`config.mk`:
```
export PLATFORM = sky130hd
export DESIGN_NAME = mem_arbiter
export DESIGN_NICKNAME = d
export VERILOG_FILES = /design/src/rtl/mem_arb_pkg.sv /design/src/rtl/mem_arb_pick.sv /design/src/rtl/mem_arbiter.sv
export SDC_FILE = /design/constraint.sdc
export NUM_CORES = 1
export LEC_CHECK = 0
export ABC_AREA = 1
export BUFFER_PORTS_ARGS = -buffer_cell sky130_fd_sc_hd__buf_2
export CORE_MARGIN = 3
export CORE_UTILIZATION = 46
export CTS_CLUSTER_DIAMETER = 60
export DETAILED_ROUTE_END_ITERATION = 8
export PLACE_DENSITY_LB_ADDON = 0.15
export RECOVER_POWER = 100
export SETUP_SLACK_MARGIN = 0.05
export SLEW_MARGIN = 40
export SYNTH_ARGS = -nofsm -noshare
export SYNTH_HDL_FRONTEND = slang
export SYNTH_SLANG_ARGS = --single-unit
```
`constraint.sdc`:
```
create_clock -name clk -period 1.8 [get_ports clk]
set_input_delay 0.36 -clock clk [delete_from_list [all_inputs] [get_ports clk]]
set_output_delay 0.36 -clock clk [all_outputs]
set_load 0.005 [all_outputs]
```
`src/rtl/mem_arb_pkg.sv`:
```
// Shared types and constants for the two-requester memory arbiter.
package mem_arb_pkg;
  localparam int NUM_REQ     = 2;
  localparam int DEF_TIMEOUT = 16;

  typedef enum logic [1:0] {
    IDLE,
    ACCESS,
    WAIT,
    RESP
  } arb_state_e;
endpackage

```
`src/rtl/mem_arb_pick.sv`:
```
// Grant selection: request vector plus last-grant pointer -> one-hot grant.
module mem_arb_pick
  import mem_arb_pkg::*;
(
  input  logic [NUM_REQ-1:0] req,
  input  logic               last,
  output logic [NUM_REQ-1:0] gnt
);
  always_comb begin
    gnt = req;
    // On a tie the requester that was not granted last time wins.
    if (&req) gnt = last ? 2'b01 : 2'b10;
  end
endmodule

```
`src/rtl/mem_arbiter.sv`:
```
// Two-requester memory arbiter with one outstanding access and wait timeout.
// MEM_ARB_RR_EN selects round-robin tie-break; undefined gives fixed priority to requester 0.
module mem_arbiter
  import mem_arb_pkg::*;
#(
  parameter int ADDR_W  = 32,
  parameter int DATA_W  = 32,
  parameter int TIMEOUT = DEF_TIMEOUT
) (
  input  logic                      clk,
  input  logic                      reset_n,
  input  logic [NUM_REQ-1:0]        req_valid,
  input  logic [NUM_REQ-1:0]        req_we,
  input  logic [NUM_REQ*ADDR_W-1:0] req_addr,
  input  logic [NUM_REQ*DATA_W-1:0] req_wdata,
  output logic [NUM_REQ-1:0]        rsp_ack,
  output logic [NUM_REQ-1:0]        rsp_err,
  output logic [DATA_W-1:0]         rsp_rdata,
  output logic [ADDR_W-1:0]         mmu_addr,
  output logic [DATA_W-1:0]         mmu_wdata,
  output logic                      mmu_rd,
  output logic                      mmu_wd,
  input  logic [DATA_W-1:0]         mmu_data,
  input  logic                      mmu_wait,
  input  logic                      mmu_segv,
  output logic                      busy
);
  localparam logic [7:0] CNT_LAST = 8'(TIMEOUT - 1);

  arb_state_e         state_q, state_d;
  logic               gnt_q, gnt_d;
  logic               we_q, we_d;
  logic [ADDR_W-1:0]  addr_q, addr_d;
  logic [DATA_W-1:0]  wdata_q, wdata_d;
  logic [DATA_W-1:0]  rdata_q, rdata_d;
  logic               err_q, err_d;
  logic [7:0]         cnt_q, cnt_d;
  logic [NUM_REQ-1:0] pick_gnt;
  logic               pick_idx;
  logic               last_ptr;

  mem_arb_pick u_pick (
    .req  (req_valid),
    .last (last_ptr),
    .gnt  (pick_gnt)
  );

  assign pick_idx = pick_gnt[1];

`ifdef MEM_ARB_RR_EN
  logic last_q, last_d;

  always_comb begin
    last_d = last_q;
    if (state_q == IDLE && |req_valid) last_d = pick_idx;
  end

  // Reset to requester 1 so requester 0 wins the first contention.
  always_ff @(posedge clk or negedge reset_n) begin
    if (!reset_n) last_q <= 1'b1;
    else          last_q <= last_d;
  end

  assign last_ptr = last_q;
`else
  assign last_ptr = 1'b1;
`endif

  always_comb begin
    state_d = state_q;
    gnt_d   = gnt_q;
    we_d    = we_q;
    addr_d  = addr_q;
    wdata_d = wdata_q;
    rdata_d = rdata_q;
    err_d   = err_q;
    cnt_d   = cnt_q;
    case (state_q)
      IDLE: begin
        if (|req_valid) begin
          gnt_d   = pick_idx;
          we_d    = pick_idx ? req_we[1] : req_we[0];
          addr_d  = pick_idx ? req_addr[ADDR_W +: ADDR_W] : req_addr[0 +: ADDR_W];
          wdata_d = pick_idx ? req_wdata[DATA_W +: DATA_W] : req_wdata[0 +: DATA_W];
          state_d = ACCESS;
        end
      end
      ACCESS: begin
        cnt_d = '0;
        if (mmu_segv) begin
          err_d   = 1'b1;
          rdata_d = '0;
          state_d = RESP;
        end else begin
          err_d   = 1'b0;
          state_d = WAIT;
        end
      end
      WAIT: begin
        if (!mmu_wait) begin
          rdata_d = we_q ? '0 : mmu_data;
          state_d = RESP;
        end else if (cnt_q == CNT_LAST) begin
          err_d   = 1'b1;
          rdata_d = '0;
          state_d = RESP;
        end else begin
          cnt_d = cnt_q + 8'd1;
        end
      end
      RESP:    state_d = IDLE;
      default: state_d = IDLE;
    endcase
  end

  always_ff @(posedge clk or negedge reset_n) begin
    if (!reset_n) begin
      state_q <= IDLE;
      gnt_q   <= 1'b0;
      we_q    <= 1'b0;
      addr_q  <= '0;
      wdata_q <= '0;
      rdata_q <= '0;
      err_q   <= 1'b0;
      cnt_q   <= '0;
    end else begin
      state_q <= state_d;
      gnt_q   <= gnt_d;
      we_q    <= we_d;
      addr_q  <= addr_d;
      wdata_q <= wdata_d;
      rdata_q <= rdata_d;
      err_q   <= err_d;
      cnt_q   <= cnt_d;
    end
  end

  // Outputs decode from state so reset clears them without waiting for an edge.
  assign rsp_ack   = (state_q == RESP) ? (gnt_q ? 2'b10 : 2'b01) : 2'b00;
  assign rsp_err   = rsp_ack & {NUM_REQ{err_q}};
  assign rsp_rdata = rdata_q;
  assign mmu_addr  = addr_q;
  assign mmu_wdata = wdata_q;
  assign mmu_rd    = (state_q == ACCESS) && !we_q;
  assign mmu_wd    = (state_q == ACCESS) && we_q;
  assign busy      = (state_q != IDLE);
endmodule

```
==> metrics.cfg <==
[place]
place_area_sq_um=6829
gp_congestion=0.9085
hpwl_mm=12.09
dpl.cell_count=1062
place_ws_ps=102.7
portBuffers=270

[sta]
setup_viol=0
worst_slack_ps=102.3
hold_ws_ps=264.5
worst_pin_slew_ps=694.5
maxClockFrequency_mhz=589.0
drv_slew=0
fin_crit_sh=0.9431
relSlewSlack=0.5370
fin_crit_ps=1698
rsz0062_at_grt=yes
clock_skew_ps=4.894
finalHoldViolations=0
setup-tns-final_ps=0

[logic_synthesis]
seq_area_frac_synth=0.5156
synth_nets=850
netlist_area_sq_um=5290
synth_cells=676
synth_cell_type_count=27
synth_seq_cells=109
ys.warnings.count=0
syn_area_per_cell_sq_um=7.826

[grt]
grt_max_degree=60
grt_overflow=0
grt_pass1_wl_mm=25.52
grt_antenna_before_repair=0
grt_pass1_vias=5088
grt_usage=0.2480

[run]
max_cap_violations=0

[critical_path]
critPathLaunchType=register
path_max_fanout=26
crit_type=register to register
arrival_ps=1960
endpoint_kind=register
required_ps=2070

[layout]
stdcell_count=1083
fill_cells=979
finalNetCount=1112
fin_area_sq_um=7134
area_delta_synth_final_pct=34.86
final_common_cell=buf_2
final_cell_mix=buf_2, nand2_1, o21ai_0
diodes=0
layout-drive-gt1-share=0.2800

[clock_tree]
htree_levels=3
cts.sink_count=109
clockBufferDepth=2
cts_tree=yes
path_clk_slew_ps=70
clk_latency_ps=350
cts_root_buffer=clkbuf_16
cts_buffers=9

[die]
die_w_um=113.2
fp.dieArea_sq_um=12820
die_y_um=113.2
core-area_sq_um=11030
rows=38
initial_core_util=0.4796
io-pin-count=271

[pwr]
p_sw_w=0.004141
leakage_nw=3.905
seq_power_share=0.386
p_sw_frac=0.3931
peakVddDrop_mv=0.7272
p_per_area_nw_per_um2=1477
p_int_w=0.006393
p_clk_frac=0.201
comb_power_share=0.413

[detailed_routing]
vias=5527
vias_per_cell=5.103
drt_first_pass_iters=5
wl_per_cell_um=15.50
drtIter0Drc=473
wirelength_mm=16.79
drc_errors=0
antenna_left=0

[min_path]
hold_path_class=primary input to register

[status]
status=finished clean

-- worst max-delay path, cell delays in order (launching register included) --
cell,delay [ps]
dfrtp_2,450
inv_2,100
ha_2,200
inv_2,60
a21oi_4,190
buf_4,170
clkbuf_16,180
o21ai_0,90
o21ai_0,150
-- power groups by stage --
stage / registers [W] / logic [W] / clock network, W
global placement: 0.00403 / 0.00423 / 0
finish: 0.00407 / 0.00435 / 0.00211
global route: 0.00420 / 0.00489 / 0.00225
CTS: 0.00404 / 0.00435 / 0.00215
detailed placement: 0.00405 / 0.00434 / 0
floorplan: 0.00408 / 0.00235 / 0
-- flip-flops by register name (all words and copies together) (netlist names) --
name,flops
mmu_addr,32
mmu_wdata,32
rsp_rdata,32
cnt_q,8
state_q,2
err_q,1
gnt_q,1
we_q,1
-- stage by stage --
stage	power, W	util
2_1_floorplan	0.006425	-
3_3_place_gp	0.008266	0.6191
3_5_place_dp	0.008389	0.6191
4_1_cts	0.01054	0.6488
5_1_grt	0.01133	0.6468
6_report	0.01053	0.6468
-- path summary, 6_finish.rpt --
check | cells past startpoint | end | startpoint | slack (ps)
max in group asynchronous | 3 | mmu_addr[30] | reset_n | 280
worst max-delay path | 8 | mmu_addr[0] | state_q[0] | 100
worst min register to register | 2 | rsp_rdata[2] | rsp_rdata[2] | 470
worst max register to register | 8 | mmu_addr[0] | state_q[0] | 100
worst min-delay path | 3 | mmu_addr[6] | req_addr[38] | 260
min in group asynchronous | 2 | rsp_rdata[8] | reset_n | 590
-- layer usage --
metal / up-vias / share of wire / GRT usage
li1: 2662 / - / -
met5: - / 0 / 0
met3: 21 / 0.089 / 0.05668
met2: 267 / 0.48 / 0.3926
met4: 0 / 0.019 / 0.08974
met1: 2577 / 0.41 / 0.3354
-- logic make-up (layout without fill, tap and decap cells) --
logic type | count (synthesis) | after routing | synth area share
AND/OR/NAND/NOR | 324 | 324 | 0.2488
AO/OA/AOI/OAI | 139 | 139 | 0.1360
flip-flops | 109 | 109 | 0.5156
buffers and inverters | 94 | 361 | 0.07876
adder cells (fa/ha/maj) | 6 | 6 | 0.01419
XOR/XNOR | 4 | 4 | 0.006624
-- timing repair --
action	in CTS	in global routing
gates cloned	0	2
setup buffers	0	2
hold buffers	1	0
pin swaps	0	1
hold endpoints to repair	23	0
resized for setup	1	11
endpoints found under the setup margin	2	104
-- cells in the mapped netlist, drive strengths merged --
| master | n | share of area |
|---|---|---|
| ha | 6 | 0.014 |
| xnor2 | 1 | 0.0017 |
| clkbuf | 15 | 0.011 |
| nand3 | 39 | 0.042 |
| xor2 | 3 | 0.0050 |
| nand2 | 172 | 0.12 |
| o22ai | 1 | 0.0012 |
| nand3b | 1 | 0.0014 |
| buf | 26 | 0.031 |
| a21oi | 5 | 0.0061 |
| nor2 | 110 | 0.080 |
| o21ai | 133 | 0.13 |
| inv | 53 | 0.038 |
| nor3 | 2 | 0.0019 |
| dfrtp | 109 | 0.52 |
-- layout make-up --
type | count | area, sq um | area share
flip-flops and latches | 109 | 2729 | 0.3825
well taps | 140 | 175.2 | 0.02455
clock inverters | 7 | 90.09 | 0.01263
repair buffers | 292 | 1529 | 0.2143
clock buffers | 9 | 225.2 | 0.03157
multi-input cells | 473 | 2187 | 0.3066
inverters | 53 | 198.9 | 0.02788
Note: power is estimated with default switching activity, not from simulation.
